File: src/rtl/spi_reg_peripheral.sv
// rtl/spi_reg_peripheral.sv - SPI mode-0 target turning command/data frames into register strobes
// Optional feature: define SPI_ADDR_AUTOINC_EN for multi-byte frames with address auto-increment.
module spi_reg_peripheral #(
    parameter int ADDR_W = 3,
    parameter int DATA_W = 8
) (
    input  logic              clk,
    input  logic              rstb,
    input  logic              ena,
    input  logic              spi_cs_n,
    input  logic              spi_sclk,
    input  logic              spi_mosi,
    output logic              spi_miso,
    output logic [ADDR_W-1:0] reg_addr,
    output logic [DATA_W-1:0] reg_wdata,
    output logic              reg_wr_en,
    output logic              reg_rd_en,
    input  logic [DATA_W-1:0] reg_rdata
);

    typedef enum logic [1:0] {IDLE, CMD, DATA, DONE} state_t;

    state_t              state;
    state_t              state_nxt;
    logic                sclk_q;
    logic [2:0]          bitcnt;
    logic [DATA_W-2:0]   rx_shift;
    logic [DATA_W-1:0]   rx_byte;
    logic [DATA_W-1:0]   tx_shift;
    logic                rw;
    logic                rise;
    logic                fall;
    logic                abort;
    logic                last_bit;

    assign rise     = spi_sclk & ~sclk_q;
    assign fall     = ~spi_sclk & sclk_q;
    assign abort    = ~ena | spi_cs_n;
    assign last_bit = rise && (bitcnt == 3'(DATA_W - 1));
    // Byte as it will look once the current MOSI bit is shifted in.
    assign rx_byte  = {rx_shift, spi_mosi};

    always_ff @(posedge clk or negedge rstb) begin
        if (!rstb) begin
            state <= IDLE;
        end else begin
            state <= state_nxt;
        end
    end

    always_comb begin
        state_nxt = state;
        if (abort) begin
            state_nxt = IDLE;
        end else begin
            case (state)
                IDLE: state_nxt = CMD;
                CMD:  if (last_bit) state_nxt = DATA;
`ifdef SPI_ADDR_AUTOINC_EN
                DATA: state_nxt = DATA;
`else
                DATA: if (last_bit) state_nxt = DONE;
`endif
                DONE: state_nxt = DONE;
            endcase
        end
    end

    always_ff @(posedge clk or negedge rstb) begin
        if (!rstb) begin
            sclk_q    <= 1'b0;
            bitcnt    <= 3'd0;
            rx_shift  <= '0;
            tx_shift  <= '0;
            rw        <= 1'b0;
            spi_miso  <= 1'b0;
            reg_addr  <= '0;
            reg_wdata <= '0;
            reg_wr_en <= 1'b0;
            reg_rd_en <= 1'b0;
        end else begin
            sclk_q    <= spi_sclk;
            reg_wr_en <= 1'b0;
            reg_rd_en <= 1'b0;
            if (abort) begin
                bitcnt   <= 3'd0;
                tx_shift <= '0;
                spi_miso <= 1'b0;
            end else begin
                case (state)
                    IDLE: begin
                        bitcnt   <= 3'd0;
                        tx_shift <= '0;
                        spi_miso <= 1'b0;
                    end
                    CMD: begin
                        if (rise) begin
                            rx_shift <= rx_byte[DATA_W-2:0];
                            bitcnt   <= bitcnt + 3'd1;
                        end
                        if (last_bit) begin
                            rw        <= rx_byte[DATA_W-1];
                            reg_addr  <= rx_byte[ADDR_W-1:0];
                            reg_rd_en <= ~rx_byte[DATA_W-1];
                        end
                    end
                    DATA: begin
                        if (rise) begin
                            rx_shift <= rx_byte[DATA_W-2:0];
                            bitcnt   <= bitcnt + 3'd1;
                        end
                        if (last_bit) begin
                            if (rw) begin
                                reg_wr_en <= 1'b1;
                                reg_wdata <= rx_byte;
                            end
`ifdef SPI_ADDR_AUTOINC_EN
                            else begin
                                reg_addr  <= reg_addr + ADDR_W'(1);
                                reg_rd_en <= 1'b1;
                            end
`endif
                        end
`ifdef SPI_ADDR_AUTOINC_EN
                        // Step past the address only after its write strobe has been seen.
                        if (reg_wr_en) reg_addr <= reg_addr + ADDR_W'(1);
`endif
                        if (fall) begin
                            spi_miso <= tx_shift[DATA_W-1];
                            tx_shift <= {tx_shift[DATA_W-2:0], 1'b0};
                        end
                    end
                    DONE: begin
                        spi_miso <= 1'b0;
                    end
                endcase
                if (reg_rd_en) tx_shift <= reg_rdata;
            end
        end
    end

endmodule

File: config.mk
export PLATFORM = sky130hd
export DESIGN_NAME = spi_reg_peripheral
export DESIGN_NICKNAME = d
export VERILOG_FILES = /design/src/rtl/spi_reg_peripheral.sv
export SDC_FILE = /design/constraint.sdc
export NUM_CORES = 1
export LEC_CHECK = 0
export CORE_ASPECT_RATIO = 0.9
export CORE_MARGIN = 3
export CORE_UTILIZATION = 60
export CTS_CLUSTER_SIZE = 10
export DETAILED_ROUTE_END_ITERATION = 16
export DONT_BUFFER_PORTS = 1
export GPL_TIMING_DRIVEN = 1
export PLACE_DENSITY = 0.76
export SETUP_SLACK_MARGIN = 0.3
export SLEW_MARGIN = 20
export SYNTH_ARGS = -nofsm -noshare
export SYNTH_HDL_FRONTEND = slang
export SYNTH_SLANG_ARGS = --single-unit
File: constraint.sdc
create_clock -name clk -period 2.1 [get_ports clk]
set_clock_uncertainty 0.1 [all_clocks]
set_input_delay 0.42 -clock clk [delete_from_list [all_inputs] [get_ports clk]]
set_output_delay 0.42 -clock clk [all_outputs]
set_load 0.01 [all_outputs]
==> implementation parameters <==
Parameter                              Value

Floorplan
  Vert. Die Dim    56.7 um
  Std cell rows    17
  Core outline area    2570 um^2
  Starting density of the core    66.5%
  Ports    28
  Die area    3530 um^2
  Width of the die    62.3 um

STA
  Share of the cycle needed by the critical path after routing    89.0%
  Maximum achievable frequency    535 MHz
  Unrepaired setup endpoints after global routing    yes
  Hold violation total from the final report    0
  Crit path time final    1.87 ns
  Final-layout worst hold slack    0.135 ns
  Setup violation total in the final timing report    0
  Post-Route Setup TNS    0 ns
  Normalized max-slew margin    56.5%
  Worst-Margin Slew    0.651 ns
  Final-report max-slew violation count    0

Logic synthesis
  Fraction of post-synthesis cell area in the top cell type by area    52.6%
  Dominant cells by area after synthesis    sky130_fd_sc_hd__dfrtp_1, sky130_fd_sc_hd__mux2_2, sky130_fd_sc_hd__nand3b_1
  Synthesized instance count    143
  Register area share after synthesis    52.6%
  Number of storage elements in the synthesis netlist    36
  Syn. warnings    0
  Mapped Area    1710 um^2
  Asr flop ratio synth    100%
  Most used flip-flop cell after synthesis    sky130_fd_sc_hd__dfrtp_1
  Number of nets produced by synthesis    162
  Cell taking the most area after synthesis    sky130_fd_sc_hd__dfrtp_1
  Number of different library cells in the post-synthesis netlist    32
  Average size of a mapped cell    12.0 um^2
  Post-synth EDFFs    0

Route
  Vias post-DR    1199
  Number of nets still failing antenna checks after routing    0
  Routed wire length per instance    18.9 um
  Detailed-route vias per instance    6.06
  DRC Markers    0
  First drt pass iteration count    5
  Wire length after detailed routing    3740 um
  Violation count after the first detailed-route iteration    108

Clock network
  Clock Path Buffers    2
  CTS root buf    sky130_fd_sc_hd__clkbuf_4
  H-tree depth reported by CTS    2
  Clock latency on the worst-skew pair    0.34 ns
  Clock transition at path regs    0.12 ns
  Clock tree from TritonCTS    yes
  Inserted Clock Buffers    5
  Number of sinks handled by clock tree synthesis    36

Finish
  Final core area utilization    81.4%
  Filler instances    144
  Proportion of layout cells with a drive suffix above 1    34.4%
  Growth of design area from synthesis to finish    22.4%
  Antenna cell count    0
  Post-route standard cell area excluding fillers    2090 um^2
  Post-layout net count    178

Setup path
  Crit-path most repeated cell    sky130_fd_sc_hd__ha_4
  Delay of the slowest critical-path stage    0.43 ns
  Worst-path fanout max    5
  Startpoint type of the worst setup path    flop
  Type of the worst setup path    reg2reg
  Logic depth of the worst register-to-register path    6
  Critical-path cell with the highest stage delay    sky130_fd_sc_hd__dfrtp_1
  Kind of capture point of the worst setup path    flop
  Cell Chain, Critical Path    ha_4 > ha_4 > nand3b_1 > nor3_4 > buf_6 > mux2_4
  Worst path arrival time    1.99 ns
  Worst path required time    2.22 ns

Power and ir drop
  Leakage    0.996 nW
  Power per Cell Area    639 nW/um^2
  IR Drop Worst-Case VDD    504 uV

GRT
  Initial antenna violation count    0
  First-pass GRT wire length    5430 um
  Via count of the first global-routing pass    1200
  GRT Residual Overflow    0
  Maximum number of pins on one net before global-route repair    37
  Global Route Usage Sum    19.9%

Outcome
  Status    completed

Min path
  Class of the tightest hold or removal check    in2reg
  Number of stages on the worst hold path    1

Placed design
  IO buf count    0
  Final HPWL from detailed placement    2070 um
  Routability congestion estimate from global placement    0.786
  Cell area reported after detailed placement    1760 um^2

Flow run
  Max capacitance violation total    0
-- logic make-up (layout without fill, tap and decap cells) --
logic type | Yosys count | in the layout | synth area share, %
AND/OR/NAND/NOR | 47 | 47 | 16.6
flip-flops | 36 | 36 | 52.6
AO/OA/AOI/OAI | 23 | 23 | 10.7
multiplexers | 20 | 20 | 13.2
buffers and inverters | 12 | 29 | 3.22
adder cells (fa/ha/maj) | 5 | 5 | 3.65
-- registers in the layout, indices dropped and copies added (netlist names) --
name and count:
reg_wdata 8, tx_shift 8, rx_shift 7, bitcnt 3
reg_addr 3, state 2, reg_rd_en 1, reg_wr_en 1
rw 1, sclk_q 1, spi_miso 1
-- power breakdown --
part           switching (W)  total [W]  internal, W
Sequential         0.0000200   0.000731     0.000711
Clock               0.000225   0.000475     0.000250
Combinational      0.0000695   0.000134    0.0000641
-- routing by layer --
metal,global-route usage (%),vias to the layer above,share of wire (%)
met5,0,-,0
met4,7.86,0,1.9
met3,7.60,8,6.4
met2,32.2,41,47
met1,24.3,600,45
li1,-,550,-
-- final timing paths --
check	start	end	slack (ns)
min	spi_mosi	reg_wdata[0]	0.13
max	bitcnt[1]	reg_wdata[4]	0.23
max in group asynchronous	rstb	reg_addr[1]	1.29
min in group asynchronous	rstb	bitcnt[2]	0.42
max reg2reg	bitcnt[1]	reg_wdata[4]	0.23
min reg2reg	rx_shift[6]	reg_rd_en	0.42
-- cells in the final DEF (no fill, tap or decap), types with 2 or more instances in the layout --
| cell | n |
|---|---|
| sky130_fd_sc_hd__clkbuf_4 | 5 |
| sky130_fd_sc_hd__nor2_1 | 3 |
| sky130_fd_sc_hd__nor2b_1 | 3 |
| sky130_fd_sc_hd__mux2_4 | 15 |
| sky130_fd_sc_hd__dlygate4sd3_1 | 2 |
| sky130_fd_sc_hd__mux2_2 | 5 |
| sky130_fd_sc_hd__o41ai_1 | 2 |
| sky130_fd_sc_hd__dfrtp_1 | 36 |
| sky130_fd_sc_hd__o311ai_0 | 2 |
| sky130_fd_sc_hd__inv_2 | 2 |
| sky130_fd_sc_hd__a21oi_1 | 4 |
| sky130_fd_sc_hd__nand2_1 | 12 |
| sky130_fd_sc_hd__nand2b_1 | 2 |
| sky130_fd_sc_hd__nor3_4 | 2 |
| sky130_fd_sc_hd__nand3_1 | 5 |
| sky130_fd_sc_hd__buf_6 | 2 |
| sky130_fd_sc_hd__o311ai_1 | 3 |
| sky130_fd_sc_hd__buf_12 | 2 |
| sky130_fd_sc_hd__o211a_1 | 6 |
| sky130_fd_sc_hd__and3b_1 | 2 |
| sky130_fd_sc_hd__a31oi_1 | 3 |
| sky130_fd_sc_hd__nand3b_1 | 10 |
| sky130_fd_sc_hd__ha_4 | 4 |
| sky130_fd_sc_hd__buf_4 | 12 |
-- synth_stat cells (2+ instances only) --
cell type                   n
sky130_fd_sc_hd__a21oi_1    4
sky130_fd_sc_hd__a31oi_1    3
sky130_fd_sc_hd__and3b_1    2
sky130_fd_sc_hd__buf_1      2
sky130_fd_sc_hd__buf_2      2
sky130_fd_sc_hd__clkbuf_1   4
sky130_fd_sc_hd__dfrtp_1   36
sky130_fd_sc_hd__ha_1       5
sky130_fd_sc_hd__inv_1      3
sky130_fd_sc_hd__mux2_2    20
sky130_fd_sc_hd__nand2_1   12
sky130_fd_sc_hd__nand2b_1   2
sky130_fd_sc_hd__nand3_1    5
sky130_fd_sc_hd__nand3b_1  10
sky130_fd_sc_hd__nor2_1     3
sky130_fd_sc_hd__nor2b_1    3
sky130_fd_sc_hd__o211a_1    6
sky130_fd_sc_hd__o311ai_0   6
sky130_fd_sc_hd__o41ai_1    2
-- final cells by class --
| class | instances | area, um^2 | area share [%] |
|---|---|---|---|
| Clock buffer | 6 | 41.3 | 1.97 |
| Multi-Input combinational cell | 95 | 886 | 42.3 |
| Inverter | 3 | 11.3 | 0.538 |
| Timing Repair Buffer | 18 | 173 | 8.24 |
| Clock inverter | 2 | 35.0 | 1.67 |
| Sequential cell | 36 | 901 | 43.0 |
| Tap cell | 38 | 47.5 | 2.27 |
-- metrics by stage --
stage	setup WS [ns]	cells	power (W)
3_3_place_gp	0.223	177	0.000819
3_5_place_dp	0.140	177	0.000823
2_1_floorplan	0.310	143	0.000802
5_1_grt	0.162	198	0.00140
6_report	0.231	198	0.00134
4_1_cts	0.304	190	0.00132
-- critical path, delay by kind of cell, from the launching register on --
family                   cells  cell delay (ns)
adder cells (fa/ha/maj)      2             0.28
buffers and inverters        1             0.16
flip-flops                   1             0.43
multiplexers                 1             0.30
AND/OR/NAND/NOR              2             0.47
-- repair_timing --
item,CTS,global route
endpoints found under the hold margin,37,0
pin swaps,1,8
endpoints found under the setup margin,14,26
buffers inserted,2,8
resized for setup,3,29
hold buffers,3,0
No activity file was read; power rests on OpenSTA's default activity.
